--- src/rtl/sfx_tone_sequencer_if.sv ---
// Codec sample handshake between Audio_Controller and the tone sequencer.
// master: controller side (availability, input samples); slave: sequencer side.
interface sfx_tone_sequencer_if #(
  parameter int SAMPLE_WIDTH = 32
);
  logic                    audio_in_available;
  logic                    audio_out_allowed;
  logic [SAMPLE_WIDTH-1:0] left_in;
  logic [SAMPLE_WIDTH-1:0] right_in;
  logic                    read_audio_in;
  logic                    write_audio_out;
  logic [SAMPLE_WIDTH-1:0] left_out;
  logic [SAMPLE_WIDTH-1:0] right_out;

  modport master (
    output audio_in_available,
    output audio_out_allowed,
    output left_in,
    output right_in,
    input  read_audio_in,
    input  write_audio_out,
    input  left_out,
    input  right_out
  );

  modport slave (
    input  audio_in_available,
    input  audio_out_allowed,
    input  left_in,
    input  right_in,
    output read_audio_in,
    output write_audio_out,
    output left_out,
    output right_out
  );
endinterface

--- src/rtl/sfx_tone_sequencer.sv ---
// Hit/miss/time-up square-wave effects mixed into codec pass-through audio.
// Define SFX_SATURATE_EN to clamp channel sums instead of wrapping them.
module sfx_tone_sequencer #(
  parameter int SAMPLE_WIDTH = 32,
  parameter int AMPLITUDE    = 10000000,
  parameter int GAP_TICKS    = 5000000,
  parameter int ON_TICKS     = 5000000,
  parameter int HP_WIDTH     = 19,
  parameter int HP_LOW       = 191131,
  parameter int HP_MID       = 151653,
  parameter int HP_HIGH      = 95547
) (
  input  logic       CLOCK_50,
  input  logic       resetn,
  input  logic       trigger,
  input  logic [1:0] sfx_id,
  input  logic       stop,
  output logic       busy,
  output logic       done,
  output logic [1:0] note_idx,
  sfx_tone_sequencer_if.slave aud
);

  localparam int W    = SAMPLE_WIDTH;
  localparam int CMAX = (GAP_TICKS > ON_TICKS) ? GAP_TICKS : ON_TICKS;
  localparam int CW   = $clog2(CMAX + 1);

  localparam logic [CW-1:0] GAP_END = CW'(GAP_TICKS - 1);
  localparam logic [CW-1:0] ON_END  = CW'(ON_TICKS - 1);

  localparam logic [W-1:0] AMP_P = W'(AMPLITUDE);
  localparam logic [W-1:0] AMP_N = W'(-AMPLITUDE);

  localparam logic [1:0] ID_HIT  = 2'd0;
  localparam logic [1:0] ID_MISS = 2'd1;
  localparam logic [1:0] ID_TUP  = 2'd2;
  localparam logic [1:0] ID_RSV  = 2'd3;

  typedef enum logic [1:0] {
    S_IDLE,
    S_GAP,
    S_TONE
  } state_e;

  state_e              state_q, state_d;
  logic [CW-1:0]       cnt_q, cnt_d;
  logic [1:0]          idx_q, idx_d;
  logic [1:0]          id_q, id_d;
  logic                done_q, done_d;
  logic [HP_WIDTH-1:0] hp_q, hp_d;
  logic                phase_q, phase_d;
  logic [W-1:0]        tone_q, tone_d;

  logic                start;
  logic                gap_end;
  logic                on_end;
  logic                sel_high;
  logic                sel_mid;
  logic [HP_WIDTH-1:0] hp_lim;

  assign start   = trigger && (sfx_id != ID_RSV) && !stop;
  assign gap_end = (cnt_q == GAP_END);
  assign on_end  = (cnt_q == ON_END);

  // Hit plays H,M,L; miss plays L,M,H; time-up is all L.
  assign sel_high = ((id_q == ID_HIT) && (idx_q == 2'd0)) ||
                    ((id_q == ID_MISS) && (idx_q == 2'd2));
  assign sel_mid  = (id_q != ID_TUP) && (idx_q == 2'd1);

  always_comb begin
    hp_lim = HP_WIDTH'(HP_LOW);
    unique case (1'b1)
      sel_high: hp_lim = HP_WIDTH'(HP_HIGH);
      sel_mid:  hp_lim = HP_WIDTH'(HP_MID);
      default:  hp_lim = HP_WIDTH'(HP_LOW);
    endcase
  end

  always_comb begin
    state_d = state_q;
    cnt_d   = cnt_q;
    idx_d   = idx_q;
    id_d    = id_q;
    done_d  = 1'b0;
    unique case (state_q)
      S_IDLE: begin
        if (start) begin
          state_d = S_GAP;
          cnt_d   = '0;
          idx_d   = 2'd0;
          id_d    = sfx_id;
        end
      end
      S_GAP: begin
        if (stop) begin
          state_d = S_IDLE;
          cnt_d   = '0;
        end else if (start) begin
          state_d = S_GAP;
          cnt_d   = '0;
          idx_d   = 2'd0;
          id_d    = sfx_id;
        end else if (gap_end) begin
          state_d = S_TONE;
          cnt_d   = '0;
        end else begin
          cnt_d = cnt_q + CW'(1);
        end
      end
      S_TONE: begin
        if (stop) begin
          state_d = S_IDLE;
          cnt_d   = '0;
        end else if (start) begin
          state_d = S_GAP;
          cnt_d   = '0;
          idx_d   = 2'd0;
          id_d    = sfx_id;
        end else if (on_end) begin
          cnt_d = '0;
          if (idx_q != 2'd2) begin
            state_d = S_GAP;
            idx_d   = idx_q + 2'd1;
          end else if (id_q == ID_TUP) begin
            state_d = S_GAP;
            idx_d   = 2'd0;
          end else begin
            state_d = S_IDLE;
            done_d  = 1'b1;
          end
        end else begin
          cnt_d = cnt_q + CW'(1);
        end
      end
      default: begin
        state_d = S_IDLE;
        cnt_d   = '0;
      end
    endcase
  end

  // Half-period divider only advances while staying in TONE.
  always_comb begin
    hp_d    = '0;
    phase_d = 1'b0;
    tone_d  = '0;
    if ((state_q == S_TONE) && (state_d == S_TONE)) begin
      if (hp_q == hp_lim) begin
        hp_d    = '0;
        phase_d = ~phase_q;
      end else begin
        hp_d    = hp_q + HP_WIDTH'(1);
        phase_d = phase_q;
      end
    end
    if (state_d == S_TONE) begin
      tone_d = phase_d ? AMP_N : AMP_P;
    end
  end

  always_ff @(posedge CLOCK_50 or negedge resetn) begin
    if (!resetn) begin
      state_q <= S_IDLE;
      cnt_q   <= '0;
      idx_q   <= 2'd0;
      id_q    <= 2'd0;
      done_q  <= 1'b0;
      hp_q    <= '0;
      phase_q <= 1'b0;
      tone_q  <= '0;
    end else begin
      state_q <= state_d;
      cnt_q   <= cnt_d;
      idx_q   <= idx_d;
      id_q    <= id_d;
      done_q  <= done_d;
      hp_q    <= hp_d;
      phase_q <= phase_d;
      tone_q  <= tone_d;
    end
  end

  function automatic logic [W-1:0] mix(
    input logic [W-1:0] a,
    input logic [W-1:0] b
  );
    logic [W-1:0] s;
    s = a + b;
`ifdef SFX_SATURATE_EN
    if ((a[W-1] == b[W-1]) && (s[W-1] != a[W-1])) begin
      s = a[W-1] ? {1'b1, {(W-1){1'b0}}} : {1'b0, {(W-1){1'b1}}};
    end
`else
    s = a + b;
`endif
    return s;
  endfunction

  assign aud.read_audio_in   = aud.audio_in_available & aud.audio_out_allowed;
  assign aud.write_audio_out = aud.audio_in_available & aud.audio_out_allowed;
  assign aud.left_out        = mix(aud.left_in, tone_q);
  assign aud.right_out       = mix(aud.right_in, tone_q);

  assign busy     = (state_q != S_IDLE);
  assign done     = done_q;
  assign note_idx = idx_q;

endmodule

--- src/flat_wrapper.sv ---
// flat-port wrapper written by rule: the top's interface ports become plain ports
module sfx_tone_sequencer_flat 
#(
  parameter int SAMPLE_WIDTH = 32,
  parameter int AMPLITUDE    = 10000000,
  parameter int GAP_TICKS    = 5000000,
  parameter int ON_TICKS     = 5000000,
  parameter int HP_WIDTH     = 19,
  parameter int HP_LOW       = 191131,
  parameter int HP_MID       = 151653,
  parameter int HP_HIGH      = 95547
)
  (CLOCK_50, resetn, trigger, sfx_id, stop, busy, done, note_idx, aud_audio_in_available, aud_audio_out_allowed, aud_left_in, aud_right_in, aud_read_audio_in, aud_write_audio_out, aud_left_out, aud_right_out);
  sfx_tone_sequencer_if #(.SAMPLE_WIDTH(SAMPLE_WIDTH)) aud_i ();
  input  logic CLOCK_50;
  input  logic resetn;
  input  logic trigger;
  input  logic [1:0] sfx_id;
  input  logic stop;
  output logic busy;
  output logic done;
  output logic [1:0] note_idx;
  input wire logic [$bits(aud_i.audio_in_available)-1:0] aud_audio_in_available;
  input wire logic [$bits(aud_i.audio_out_allowed)-1:0] aud_audio_out_allowed;
  input wire logic [$bits(aud_i.left_in)-1:0] aud_left_in;
  input wire logic [$bits(aud_i.right_in)-1:0] aud_right_in;
  output wire logic [$bits(aud_i.read_audio_in)-1:0] aud_read_audio_in;
  output wire logic [$bits(aud_i.write_audio_out)-1:0] aud_write_audio_out;
  output wire logic [$bits(aud_i.left_out)-1:0] aud_left_out;
  output wire logic [$bits(aud_i.right_out)-1:0] aud_right_out;
  assign aud_i.audio_in_available = aud_audio_in_available;
  assign aud_i.audio_out_allowed = aud_audio_out_allowed;
  assign aud_i.left_in = aud_left_in;
  assign aud_i.right_in = aud_right_in;
  assign aud_read_audio_in = aud_i.read_audio_in;
  assign aud_write_audio_out = aud_i.write_audio_out;
  assign aud_left_out = aud_i.left_out;
  assign aud_right_out = aud_i.right_out;
  sfx_tone_sequencer #(.SAMPLE_WIDTH(SAMPLE_WIDTH), .AMPLITUDE(AMPLITUDE), .GAP_TICKS(GAP_TICKS), .ON_TICKS(ON_TICKS), .HP_WIDTH(HP_WIDTH), .HP_LOW(HP_LOW), .HP_MID(HP_MID), .HP_HIGH(HP_HIGH)) u_core (.CLOCK_50(CLOCK_50), .resetn(resetn), .trigger(trigger), .sfx_id(sfx_id), .stop(stop), .busy(busy), .done(done), .note_idx(note_idx), .aud(aud_i));
endmodule
--- config.mk ---
export PLATFORM = sky130hd
export DESIGN_NAME = sfx_tone_sequencer_flat
export DESIGN_NICKNAME = d
export VERILOG_FILES = /design/src/rtl/sfx_tone_sequencer_if.sv /design/src/rtl/sfx_tone_sequencer.sv /design/src/flat_wrapper.sv
export SDC_FILE = /design/constraint.sdc
export NUM_CORES = 1
export LEC_CHECK = 0
export ABC_CLOCK_PERIOD_IN_PS = 4450
export BUFFER_PORTS_ARGS = -buffer_cell sky130_fd_sc_hd__buf_2
export CORE_UTILIZATION = 54
export DETAILED_ROUTE_END_ITERATION = 8
export PLACE_DENSITY = 0.89
export SYNTH_ARGS = -nofsm -noshare
export SYNTH_HDL_FRONTEND = slang
export SYNTH_SLANG_ARGS = --single-unit
--- constraint.sdc ---
create_clock -name CLOCK_50 -period 4.45 [get_ports CLOCK_50]
set_clock_uncertainty 0.15 [all_clocks]
set_input_delay 0.2225 -clock CLOCK_50 [delete_from_list [all_inputs] [get_ports CLOCK_50]]
set_output_delay 0.2225 -clock CLOCK_50 [all_outputs]
set_load 0.005 [all_outputs]
==> results of run 1 <==
-- routing by layer --
metal  vias to the layer above  share of wire, %  track usage, %
met2                       200                49            44.6
met4                         0               1.8            8.03
met1                      2438                44            32.3
met3                        26               5.8            2.99
met5                         -                 0               0
li1                       2485                 -               -
-- synthesized netlist by cell type, types with 7 or more instances --
| library cell | count |
|---|---|
| xor2_1 | 24 |
| and2_1 | 7 |
| nand2_1 | 52 |
| ha_1 | 54 |
| buf_4 | 16 |
| o21ai_0 | 61 |
| nand3_1 | 21 |
| a21oi_1 | 39 |
| a31oi_1 | 9 |
| nand4_1 | 11 |
| dfrtp_1 | 53 |
| a21o_1 | 18 |
| nor2_2 | 10 |
| nor3_1 | 13 |
| nor2_1 | 49 |
| inv_1 | 26 |
| and3_1 | 13 |
| clkbuf_1 | 7 |
| a211oi_1 | 8 |
| xnor2_1 | 35 |
| nand2b_1 | 8 |
-- flip-flops by register name (all words and copies together) (netlist names) --
| signal | flops |
|---|---|
| u_core.cnt_q | 23 |
| u_core.hp_q | 19 |
| u_core.tone_q | 3 |
| u_core.id_q | 2 |
| u_core.note_idx | 2 |
| u_core.state_q | 2 |
| u_core.done | 1 |
| u_core.phase_q | 1 |
-- stage by stage --
stage	util, %	power [mW]
6_report	63.4	1.11
5_1_grt	63.4	1.17
4_1_cts	63.4	1.11
3_3_place_gp	62.3	0.831
3_5_place_dp	62.3	0.846
2_1_floorplan	-	0.740
-- kinds of logic (layout without fill, tap and decap cells) --
kind of cell / after synthesis / after routing
xor+xnor: 59 / 59
buf+inv: 51 / 150
simple gates: 222 / 222
fa+ha+maj: 56 / 56
compound gates: 180 / 180
flops: 53 / 53
mux: 7 / 7
-- area by class of cell --
class | instances | area [sq um]
Inverter | 26 | 97.6
Fill cell | 827 | 3400
Timing Repair Buffer | 116 | 591
Sequential cell | 53 | 1330
Clock buffer | 5 | 68.8
Tap cell | 129 | 161
Multi-Input combinational cell | 524 | 3620
Clock inverter | 3 | 17.5
-- worst max-delay path by stage --
| stage | from | slack [ps] | end | cells past startpoint |
|---|---|---|---|---|
| 2_1_floorplan | u_core.tone_q[30] | 860 | aud_right_out[30] | 9 |
| 3_3_place_gp | u_core.tone_q[30] | 710 | aud_right_out[30] | 10 |
| 3_5_place_dp | u_core.tone_q[30] | 620 | aud_left_out[31] | 11 |
| 4_1_cts | u_core.tone_q[30] | 280 | aud_left_out[31] | 11 |
| 5_1_grt | u_core.tone_q[23] | 120 | aud_right_out[30] | 10 |
| 6_report | u_core.tone_q[23] | 390 | aud_right_out[30] | 10 |
-- worst reg2reg max path, stage by stage (launching register included) --
cell	delay (ps)
dfrtp_1	450
or4b_1	560
nor4_2	290
and3_1	340
a21oi_1	170
a2111oi_4	570
nand3_4	350
nor2_1	200
-- power groups by stage --
stage               sequential (mW)  combinational [mW]  clock, mW
floorplan                     0.519               0.220          0
global placement              0.522               0.309          0
detailed placement            0.523               0.323          0
CTS                           0.514               0.326      0.274
global route                  0.517               0.365      0.291
finish                        0.514               0.328      0.270
-- timing repair --
item | CTS | global route
endpoints found under the hold margin | 53 | 0
hold buffers | 1 | 0
setup endpoints to repair | 0 | 3
gates resized for setup | 0 | 1
==> summary.txt, run 1 <==
Hold path
  – Min-delay src: sfx_id[1]
  – Hold Path End: u_core.id_q[1]
  – Hold depth: 2
  – Worst min path class: in -> reg

Die
  – DIE WIDTH: 100 um
  – Die Area: 0.0100 sq mm
  – # rows: 35
  – Core footprint: 0.00928 sq mm
  – Initial core utilization: 56.1%
  – IO Count: 142
  – Die H: 100 um

Worst setup path
  – FF-to-FF setup slack: 1320 ps
  – Setup crit start kind: flip-flop
  – WS Path Type: reg -> out
  – Crit path max-delay family: compound AO/OA/AOI/OAI gates
  – CP max-delay cell: dfrtp_1
  – CP required: 4080 ps
  – R2r worst-path depth: 7
  – Endpoint class of the critical path: output port
  – Critical-path maximum fanout: 14
  – Max incr delay on CP: 740 ps
  – CP most frequent cell: o21ai_0
  – R2r endpoint: u_core.hp_q[18]
  – Worst R2R Start: u_core.cnt_q[7]
  – Crit path cell chain: ha_1 -> o21ai_0 -> o21bai_1 -> a21oi_1 -> o22ai_1 -> o41ai_1 -> o21ai_0 -> a211oi_1 -> xnor2_1 -> buf_2
  – Critical path data arrival time: 3680 ps
  – Critical path buffer and inverter count: 1

Synth
  – Ys Warns: 0
  – Mapped Area: 0.00520 sq mm
  – Yosys top cell by area: dfrtp_1
  – Dominant cells by area after synthesis: dfrtp_1 (25%), ha_1 (13%), xnor2_1 (5.9%)
  – Post-synthesis xor/xnor area fraction: 9.93%
  – FF+latch count, synth: 53
  – Seq/Total Area, Yosys: 25.5%
  – Post-Synth Simple-Gate Area: 22.4%
  – Synth async-reset ratio: 100%
  – Compound-cell area share of the yosys netlist: 22.0%
  – Share of the synthesized area in the top cell type: 25.5%
  – Post-synthesis mux area share: 1.42%
  – Adder-cell share of the synthesized area: 13.8%
  – Post-Syn Nets: 756
  – Synth Flop Type: dfrtp_1
  – Largest family of logic cells by synthesized area: simple AND/OR/NAND/NOR gates
  – Cells after Synth: 628
  – EDFF count, synth: 0
  – Average size of a mapped cell: 8.29 sq um
  – Netlist cell types: 61

Detailed routing
  – DR WL/cell: 15.0 um
  – DR vias: 5149
  – DR DRC count: 0
  – First-pass DRT Iterations: 5
  – Via density: 6.02
  – ANT nets after route: 0
  – Wirelength, routed: 12.9 mm
  – Initial DRC count: 322

Power
  – P_leak: 2.84 nW
  – Seq pwr share: 46.2%
  – Switching power: 379 uW
  – Switch share: 34.0%
  – Max VDD drop: 220 uV
  – Clock share of power: 24.3%
  – P_int: 734 uW
  – PD cells: 189 mW/mm^2
  – Gate power share: 29.5%

Placement
  – Inst Count DP: 847
  – Port bufs: 113
  – Global placement routability congestion: 0.931
  – Worst slack, placed: 619 ps
  – Placed cell area: 0.00579 sq mm
  – Final HPWL DP: 10.0 mm

Global routing
  – Number of global-route vias before repair: 4814
  – Initial antenna violation count: 0
  – Congestion Overflow GR: 0
  – Pin count of the biggest net entering global routing: 54
  – GR Util All Layers: 25.3%
  – Global-route wire length before repair: 20.9 mm

Clock tree
  – Setup bufs post-CTS: 0
  – TritonCTS Sinks: 53
  – CTS root buf: clkbuf_8
  – Latest clock arrival within the worst-skew pair: 310 ps
  – Clk slew on worst S/H paths: 100 ps
  – CTS buffer count: 5
  – Bufs on Longest Clock Path: 2
  – H-tree depth: 2
  – CTS tree: done

Finish
  – Commonest cells after routing, fill and taps aside: buf_2 (113), o21ai_0 (61), ha_1 (54)
  – Layout cell share with drive strength beyond 1: 19.9%
  – Syn-to-layout area delta: 13.0%
  – Fin cells: 856
  – Nets: 854
  – Final Cell Area: 0.00588 sq mm
  – Commonest non-fill, non-tap cell in the layout: buf_2
  – Antenna diode count: 0

STA
  – Max-slew headroom: 33.6%
  – RSZ-0062 raised after global routing: no
  – Final-report hold violation count: 0
  – Slew Viols, Final: 0
  – Final setup viols: 0
  – FMAX: 0.247 GHz
  – Hold WS: 12.3 ps
  – Setup Total Neg Slack: 0 ps
  – Minimum clock period: 4060 ps
  – Worst slew pin tran: 993 ps
  – Final period utilization: 91.2%
  – Final worst setup slack: 393 ps

Run
  – Max-cap viol count: 0

Run status
  – Status: complete, no violations
Note: power is estimated with default switching activity, not from simulation.
==> run 2: changes to the inputs <==
--- a/config.mk
+++ b/config.mk
@@ -5,11 +5,12 @@
 export SDC_FILE = /design/constraint.sdc
 export NUM_CORES = 1
 export LEC_CHECK = 0
+export ABC_AREA = 1
 export ABC_CLOCK_PERIOD_IN_PS = 4450
 export BUFFER_PORTS_ARGS = -buffer_cell sky130_fd_sc_hd__buf_2
-export CORE_UTILIZATION = 54
+export CORE_UTILIZATION = 55
 export DETAILED_ROUTE_END_ITERATION = 8
-export PLACE_DENSITY = 0.89
+export PLACE_DENSITY = 0.87
 export SYNTH_ARGS = -nofsm -noshare
 export SYNTH_HDL_FRONTEND = slang
 export SYNTH_SLANG_ARGS = --single-unit
==> summary.txt, run 2 <==
Run status
  – Status: finished, violations left (was complete, no violations)
  – Failing checks: DRC, hold timing

Synth
  – Most common cell in the netlist: nand2_1 (was o21ai_0)
  – Average size of a mapped cell: 6.49 sq um (was 8.29 sq um)
  – Dominant cells by area after synthesis: dfrtp_1 (20%), nand2_1 (14%), ha_1 (10%) (was dfrtp_1 (25%), ha_1 (13%), xnor2_1 (5.9%))
  – Netlist cell types: 50 (was 61)
  – FF+latch count, synth: 53 (unchanged)
  – Synth Flop Type: dfrtp_1 (unchanged)
  – Ys Warns: 0 (unchanged)
  – Cells after Synth: 1022 (was 628)
  – Post-Syn Nets: 1150 (was 756)
  – EDFF count, synth: 0 (unchanged)
  – Mapped Area: 0.00664 sq mm (was 0.00520 sq mm)
  – Share of the synthesized area in the top cell type: 20.0% (was 25.5%)
  – Seq/Total Area, Yosys: 20.0% (was 25.5%)
  – Yosys top cell by area: dfrtp_1 (unchanged)
  – Commonest cells in the synthesized netlist: nand2_1 (246), inv_1 (105), nor2_1 (99), a21oi_1 (71), nand3_1 (68) (was o21ai_0 (61), ha_1 (54), dfrtp_1 (53), nand2_1 (52), nor2_1 (49))
  – Synth async-reset ratio: 100% (unchanged)

Power
  – Switch share: 37.3% (was 34.0%)
  – Gate power share: 34.7% (was 29.5%)
  – PD cells: 187 mW/mm^2 (was 189 mW/mm^2)
  – Clock share of power: 28.3% (was 24.3%)
  – P_int: 869 uW (was 734 uW)
  – Final Power: 1.38 mW (was 1.11 mW)
  – P_leak: 3.58 nW (was 2.84 nW)
  – Switching power: 516 uW (was 379 uW)
  – Max VDD drop: 155 uV (was 220 uV)
  – Seq pwr share: 37.0% (was 46.2%)

Detailed routing
  – DR DRC count: 18 (was 0)
  – DR vias: 7161 (was 5149)
  – DR WL/cell: 13.7 um (was 15.0 um)
  – First-pass DRT Iterations: 8 (was 5)
  – ANT nets after route: 0 (unchanged)
  – Wirelength, routed: 17.4 mm (was 12.9 mm)
  – Initial DRC count: 844 (was 322)
  – Via density: 5.65 (was 6.02)

Placement
  – Global placement routability congestion: 0.995 (was 0.931)
  – Port bufs: 113 (unchanged)
  – Worst slack, placed: 1510 ps (was 619 ps)
  – Final HPWL DP: 13.8 mm (was 10.0 mm)
  – Inst Count DP: 1257 (was 847)

Finish
  – # fillers: 1058 (was 827)
  – Regs by FF count: u_core.cnt_q x23, u_core.hp_q x19, u_core.tone_q x3 (unchanged)
  – Layout cell share with drive strength beyond 1: 17.4% (was 19.9%)
  – Syn-to-layout area delta: 11.3% (was 13.0%)
  – Antenna diode count: 0 (unchanged)
  – FF/Latch Area: 0.00133 sq mm (about the same)
  – Fin cells: 1267 (was 856)
  – Commonest cells after routing, fill and taps aside: nand2_1 (246), buf_2 (113), inv_1 (105) (was buf_2 (113), o21ai_0 (61), ha_1 (54))
  – Most flops, register: u_core.cnt_q (unchanged)
  – Max reg flops: 23 (unchanged)
  – Multi-input gate area: 0.00470 sq mm (was 0.00362 sq mm)
  – Nets: 1251 (was 854)
  – Commonest non-fill, non-tap cell in the layout: nand2_1 (was buf_2)

Global routing
  – Congestion Overflow GR: 0 (unchanged)
  – Met1 usage: 37.6% (was 32.3%)
  – Initial antenna violation count: 0 (unchanged)
  – GR peak layer: met2 (unchanged)
  – Pin count of the biggest net entering global routing: 54 (unchanged)
  – Met2 GRT Util: 47.0% (was 44.6%)
  – GR Util All Layers: 28.2% (was 25.3%)
  – Met3 Use GR: 3.92% (was 2.99%)
  – Number of global-route vias before repair: 6615 (was 4814)
  – Global-route wire length before repair: 29.6 mm (was 20.9 mm)

Hold path
  – Worst min path class: in -> reg (unchanged)

Worst setup path
  – Setup crit start kind: flip-flop (unchanged)
  – Critical path data arrival time: 2940 ps (was 3680 ps)
  – CP required: 4080 ps (about the same)
  – Endpoint class of the critical path: output port (unchanged)
  – WS Path Type: reg -> out (unchanged)
  – Critical-path maximum fanout: 25 (was 14)

Die
  – IO Count: 142 (unchanged)
  – Initial core utilization: 57.4% (was 56.1%)
  – Core footprint: 0.0116 sq mm (was 0.00928 sq mm)
  – # rows: 39 (was 35)
  – Die H: 112 um (was 100 um)
  – Die Area: 0.0125 sq mm (was 0.0100 sq mm)
  – DIE WIDTH: 112 um (was 100 um)

STA
  – Final worst setup slack: 1140 ps (was 393 ps)
  – Final setup viols: 0 (unchanged)
  – Minimum clock period: 3310 ps (was 4060 ps)
  – Final-report hold violation count: 1 (was 0)
  – Worst slew pin tran: 700 ps (was 993 ps)
  – Setup Total Neg Slack: 0 ps (unchanged)
  – Slew Viols, Final: 0 (unchanged)
  – Hold WS: -1.12 ps (was 12.3 ps)
  – RSZ-0062 raised after global routing: no (unchanged)
  – FMAX: 0.302 GHz (was 0.247 GHz)
  – Max-slew headroom: 53.2% (was 33.6%)
  – Final period utilization: 74.4% (was 91.2%)

Clock tree
  – CTS tree: done (unchanged)
  – H-tree depth: 2 (unchanged)
  – Setup bufs post-CTS: 0 (unchanged)
  – Bufs on Longest Clock Path: 2 (unchanged)
  – Clk slew on worst S/H paths: 70 ps (was 100 ps)
  – CTS buffer count: 5 (unchanged)
  – TritonCTS Sinks: 53 (unchanged)
  – CTS root buf: clkbuf_16 (was clkbuf_8)
  – Latest clock arrival within the worst-skew pair: 300 ps (was 310 ps)

Run
  – Max-cap viol count: 0 (unchanged)
-- run 2: cell types whose count changed after synthesis, moves of 21 or more --
| cell | change |
|---|---|
| nor2_2 | +21 |
| nand2_1 | +194 |
| nor2_1 | +50 |
| nor3_1 | +25 |
| inv_1 | +79 |
| a21oi_1 | +32 |
| nand3_1 | +47 |
-- run 2: cell families after synthesis --
logic type / share of synthesized area [%]
simple gates: 37.9
compound gates: 14.2
buf+inv: 9.18
xor+xnor: 7.92
fa+ha+maj: 10.8
flops: 20.0
-- run 2: routing by layer --
layer | routed length (um) | vias up
met5 | 0 | -
met4 | 517 | 0
met3 | 1130 | 50
met2 | 7960 | 301
met1 | 7760 | 3229
li1 | - | 3581
-- run 2: final cells by class --
| type | instances | share of cell area [%] |
|---|---|---|
| Tap cell | 143 | 2.42 |
| Clock buffer | 6 | 1.74 |
| Clock inverter | 2 | 0.203 |
| Timing Repair Buffer | 117 | 8.13 |
| Multi-Input combinational cell | 830 | 63.6 |
| Inverter | 116 | 5.91 |
| Sequential cell | 53 | 18.0 |
-- run 2: per-stage QoR --
stage | utilization (%) | instance area (sq um)
floorplan | - | 6640
global placement | 62.5 | 7220
detailed placement | 62.5 | 7220
CTS | 63.9 | 7390
global route | 63.9 | 7390
finish | 63.9 | 7390
-- run 2: power groups by stage --
stage | clock network (mW) | registers [mW] | logic [mW]
after global placement | 0 | 0.520 | 0.468
after detailed placement | 0 | 0.521 | 0.474
after global routing | 0.412 | 0.514 | 0.540
final | 0.392 | 0.512 | 0.481
after CTS | 0.398 | 0.512 | 0.478
after floorplan | 0 | 0.518 | 0.352
-- run 2: what timing repair did --
item	in CTS	in global routing
hold buffers	2	0
endpoints found under the hold margin	54	0
resized for setup	0	0
-- run 2: worst paths after layout --
kind | from | cells past startpoint | slack, ps | end
hold / removal | sfx_id[0] | 3 | -1 | u_core.id_q[0]
setup reg to reg | u_core.state_q[0] | 6 | 1960 | u_core.cnt_q[6]
hold reg to reg | u_core.hp_q[0] | 1 | 380 | u_core.hp_q[0]
max in group asynchronous | resetn | 3 | 3310 | u_core.cnt_q[19]
setup / recovery | u_core.tone_q[30] | 13 | 1140 | aud_left_out[31]
min in group asynchronous | resetn | 3 | 400 | u_core.hp_q[0]
-- run 2: critical path, stage by stage (launching register included) --
cell and delay [ps]:
dfrtp_1 560, buf_4 330, ha_1 380, nand2_1 100, o21ai_0 270, nor2_1 150, o21bai_1 270, nand2_1 90
nand2_1 130, nand2_1 80, nand2_1 60, nand2_1 50, nand2_1 60, buf_2 110
